**config.mk**
```make
export PLATFORM = sky130hd
export DESIGN_NAME = lfsr_gen
export DESIGN_NICKNAME = d
export VERILOG_FILES = /design/src/rtl/lfsr_gen.sv
export SDC_FILE = /design/constraint.sdc
export NUM_CORES = 1
export LEC_CHECK = 0
export BUFFER_PORTS_ARGS = -buffer_cell sky130_fd_sc_hd__buf_2
export CORE_MARGIN = 4
export CORE_UTILIZATION = 60
export CTS_CLUSTER_SIZE = 8
export DETAILED_ROUTE_END_ITERATION = 10
export HOLD_SLACK_MARGIN = 0.1
export PLACE_DENSITY = 0.93
export SKIP_LAST_GASP = 1
export SLEW_MARGIN = 20
export SYNTH_ARGS = -nofsm -noshare
export SYNTH_HDL_FRONTEND = slang
export SYNTH_SLANG_ARGS = --single-unit
```
**constraint.sdc**
```tcl
create_clock -name clk -period 3.5 [get_ports clk]
set_input_delay 0.525 -clock clk [delete_from_list [all_inputs] [get_ports clk]]
set_output_delay 0.525 -clock clk [all_outputs]
set_load 0.005 [all_outputs]
```
**src/rtl/lfsr_gen.sv**
```systemverilog
// lfsr_gen: Fibonacci LFSR pattern source with wrap tick, period measurement and lockup flag.
// Define LFSR_PERIOD_CHECK_EN to flag wraps whose period is not 2^WIDTH-1 on period_err.
module lfsr_gen #(
  parameter int WIDTH = 14,
  parameter logic [WIDTH-1:0] TAPS = WIDTH'(14'h2803),
  parameter logic [WIDTH-1:0] DEFAULT_SEED = WIDTH'(14'h0001)
) (
  input  logic             clk,
  input  logic             reset_n,
  input  logic             start,
  input  logic             stop,
  input  logic             seed_load,
  input  logic [WIDTH-1:0] seed_in,
  input  logic             step_en,
  output logic [WIDTH-1:0] lfsr_out,
  output logic             msb_out,
  output logic             max_tick,
  output logic             running,
  output logic [WIDTH-1:0] period_out,
  output logic             stuck_err,
  output logic             period_err
);
  typedef enum logic {IDLE, RUN} state_t;
  state_t state;
  logic [WIDTH-1:0] lfsr_q, seed_q, step_cnt, nxt, ld_seed;
  assign nxt = {lfsr_q[WIDTH-2:0], ^(lfsr_q & TAPS)};
  assign ld_seed = seed_in == '0 ? DEFAULT_SEED : seed_in;
  assign lfsr_out = lfsr_q;
  assign msb_out = lfsr_q[WIDTH-1];
  assign running = state == RUN;
`ifndef LFSR_PERIOD_CHECK_EN
  assign period_err = 1'b0;
`endif
  always_ff @(posedge clk or negedge reset_n) begin
    if (!reset_n) begin
      state <= IDLE;
      lfsr_q <= DEFAULT_SEED;
      seed_q <= DEFAULT_SEED;
      step_cnt <= '0;
      max_tick <= 1'b0;
      period_out <= '0;
      stuck_err <= 1'b0;
`ifdef LFSR_PERIOD_CHECK_EN
      period_err <= 1'b0;
`endif
    end else begin
      max_tick <= 1'b0;
      if (state == IDLE) begin
        if (seed_load) begin
          seed_q <= ld_seed;
          lfsr_q <= ld_seed;
        end
        if (start) begin
          state <= RUN;
          step_cnt <= '0;
          stuck_err <= 1'b0;
`ifdef LFSR_PERIOD_CHECK_EN
          period_err <= 1'b0;
`endif
        end
      end else begin
        if (lfsr_q == '0) stuck_err <= 1'b1;
        if (stop) state <= IDLE;
        else if (step_en) begin
          lfsr_q <= nxt;
          // wrap: the shift lands back on the seed, so one full period has elapsed
          if (nxt == seed_q) begin
            max_tick <= 1'b1;
            period_out <= step_cnt + WIDTH'(1);
            step_cnt <= '0;
`ifdef LFSR_PERIOD_CHECK_EN
            if (step_cnt + WIDTH'(1) != {WIDTH{1'b1}}) period_err <= 1'b1;
`endif
          end else step_cnt <= step_cnt + WIDTH'(1);
        end
      end
    end
  end
endmodule

```
==> metrics.md <==
| Metric | Value |
|---|---|
| Outcome | finished, final reports clean |
| Dpl hpwl | 4780 um |
| Final setup viols | 0 |
| Period utilization | 78.8% |
| Critical setup path kind | flip-flop to flip-flop |
| CTS tree | built |
| R2R cell count | 8 |
| Final wirelength | 6580 um |
| Final core utilization | 72.3% |
| Worst-margin pin slew | 0.882 ns |
| Crit path launch type | flip-flop |
| CP Data Required Time | 3.73 ns |
| Crit path buf inv count | 2 |
| Total length of routed met2 wires | 3400 um |
| Post-cts gate resize count | 0 |
| Max incr delay on CP | 0.56 ns |
| Flops & latches, synth | 59 |
| Placeable Area | 0.00482 mm^2 |
| Total iterations of the first detailed-routing run | 4 |
| ANT cells | 0 |
| RSZ-0062 raised after global routing | no |
| GR Overflow Total | 0 |
| Seq/Total Area, Yosys | 48.9% |
| Routed len/inst | 16.4 um |
| Slowest cell on crit path | dfstp_2 |
| Cell area power density | 558 mW/mm^2 |
| Remaining DRCs | 0 |
| Layout area overhead | 15.1% |
| Total number of clock tree sinks | 59 |
| Hold WS | 0.296 ns |
| Final Cell Area | 0.00348 mm^2 |
| Iteration-0 DRC Markers | 177 |
| Top cell type by total area after synthesis | dfrtp_1 |
| Inserted Clock Buffers | 9 |
| Fin. Hold Viols | 0 |
| Worst Path Max Fanout | 9 |
| Area share of the largest cell type after synthesis | 47.1% |
| Setup repair bufs after CTS | 0 |
| Max-Slew Margin vs Limit | 41.2% |
| Synth Net Count | 299 |
| CP delay by family, top | XOR/XNOR gates |
| Vias in the first global route | 2382 |
| Worst-path cell chain | inv_1, ha_1, xor2_1, xnor2_1, xnor2_2, nor3_4, buf_4, mux2_4 |
| CP endpoint kind | flip-flop |
| Leak pwr | 1.70 nW |
| # Max-Cap Violations | 0 |
| Ys Warns | 0 |
| Synth Instances | 277 |
| Antenna-violating nets left | 0 |
| Netlist Area Pre-Place | 0.00303 mm^2 |
| Die W | 79.0 um |
| Row cnt | 25 |
| Initial antenna violation count | 0 |
| Highest metal used | met4 |
| Metal3 WL | 351 um |
| Worst skew pair latency | 0.35 ns |
| Synth top area cells | dfrtp_1, mux2_2, mux2i_1, xor2_1, o21ai_0 |
| Input/output buffers | 51 |
| Top FF cell, synth | dfrtp_1 |
| Top cells by count, synth | dfrtp_1, nand2_1, o21ai_0 |
| Inst Count DP | 387 |
| Die H | 79.0 um |
| GRT Total Usage | 23.8% |
| Initial core utilization | 62.8% |
| Synth async-reset ratio | 100% |
| Most frequent cell after synthesis | dfrtp_1 |
| Ports | 53 |
| Crit path DAT | 2.99 ns |
| DR vias/cell | 5.71 |
| Depth of the CTS H-tree | 3 |
| Fin cells | 402 |
| Synth unique cells | 44 |
| Layout Nets | 353 |
| Clk pin slew, worst setup/hold paths | 0.06 ns |
| Filler cell count | 356 |
| Final worst path period need | 2.76 ns |
| Number of cells on the critical path | 8 |
| HP Class | input pin to asynchronous set/reset pin |
| Mean post-synth cell area | 10.9 um^2 |
| FMAX | 363 MHz |
| RD Place Congestion | 0.849 |
| Critical Path Source | lfsr_out[0] |
| Setup TNS | 0 ns |
| Layout cells sized above 1 | 30.4% |
| Maximum buffer depth of the clock tree | 2 |
| Final slew viol count | 0 |
| Clock skew | 0.00701 ns |
| EDFF count, synth | 0 |
| Die area | 0.00624 mm^2 |
| Root Driver | clkbuf_8 |
| RR Startpoint | lfsr_out[0] |
| Dpl cell area | 0.00332 mm^2 |
| Cts hold-fix bufs | 0 |
| Global-route wire length before repair | 11400 um |
| Via count | 2295 |
| Largest net degree at the start of global routing | 41 |
| M1 WL | 2630 um |
| VDD IR-drop max | 0.374 mV |
| R2r setup slk | 0.74 ns |
## layer usage
layer  global-route usage [%]  up-vias
li1                         -     1090
met1                     28.5     1118
met2                     39.8       66
met3                     4.42       21
met4                     14.1        0
met5                        0        -
## flip-flops by register name (all words and copies together) (netlist names)
signal      count
max_tick        1
lfsr_out       14
running         1
seed_q         14
stuck_err       1
step_cnt       14
period_out     14
## worst paths after layout
kind,end
setup reg to reg,period_out[3]
min in group clk,running
max in group asynchronous,lfsr_out[4]
setup / recovery,period_out[3]
hold / removal,period_out[10]
hold reg to reg,stuck_err
## cell type report
class	instances	area (um^2)	area share [%]
inverters	9	33.8	0.970
clock inverters	3	15.0	0.431
repair buffers	55	285	8.19
well taps	67	83.8	2.41
multi-input cells	197	1440	41.4
flip-flops and latches	59	1480	42.5
clock buffers	12	145	4.17
## where the power goes
group	internal (mW)	switching [mW]
sequential	0.786	0.121
clock	0.269	0.258
combinational	0.229	0.282
total	1.28	0.661
## placed cells by master, fill, tap and decap left out, types with 3 or more instances in the layout
| master | synthesis | layout |
|---|---|---|
| and3_1 | 3 | 3 |
| buf_4 | 2 | 4 |
| o21ai_0 | 28 | 28 |
| nor3_1 | 10 | 10 |
| mux2_4 | 6 | 6 |
| nor4_2 | 3 | 3 |
| nor2_1 | 9 | 9 |
| nor4_1 | 4 | 4 |
| o31ai_1 | 4 | 4 |
| dfrtp_1 | 57 | 57 |
| mux2i_1 | 18 | 18 |
| a21oi_1 | 4 | 4 |
| mux2_2 | 19 | 19 |
| xnor2_1 | 7 | 7 |
| clkbuf_8 | 0 | 10 |
| nand3_1 | 10 | 10 |
| buf_2 | 2 | 51 |
| inv_1 | 8 | 8 |
| nand2_1 | 30 | 30 |
| clkinv_2 | 0 | 3 |
| xor2_1 | 20 | 20 |
## through the flow
stage	total power, mW	worst slack, ns
final	1.94	0.742
after global routing	2.06	0.558
after CTS	1.95	0.719
after detailed placement	1.43	0.731
after global placement	1.40	0.845
after floorplan	1.25	1.12
## cells by family (layout without fill, tap and decap cells)
logic type / count (synthesis) / after routing / share of synthesized area [%]
AO/OA/AOI/OAI: 43 / 43 / 8.19
other: 1 / 1 / 0.124
XOR/XNOR: 28 / 28 / 8.35
AND/OR/NAND/NOR: 80 / 80 / 14.1
multiplexers: 43 / 43 / 16.0
buffers and inverters: 21 / 79 / 3.47
flip-flops: 59 / 59 / 48.9
adder cells (fa/ha/maj): 2 / 2 / 0.827
## worst register-to-register path: stages, from the launching register on
cell and delay, ns:
dfstp_2 0.56, inv_1 0.07, ha_1 0.31, xor2_1 0.16, xnor2_1 0.28, xnor2_2 0.19
nor3_4 0.50, buf_4 0.28, mux2_4 0.31
Note: power is estimated with default switching activity, not from simulation.
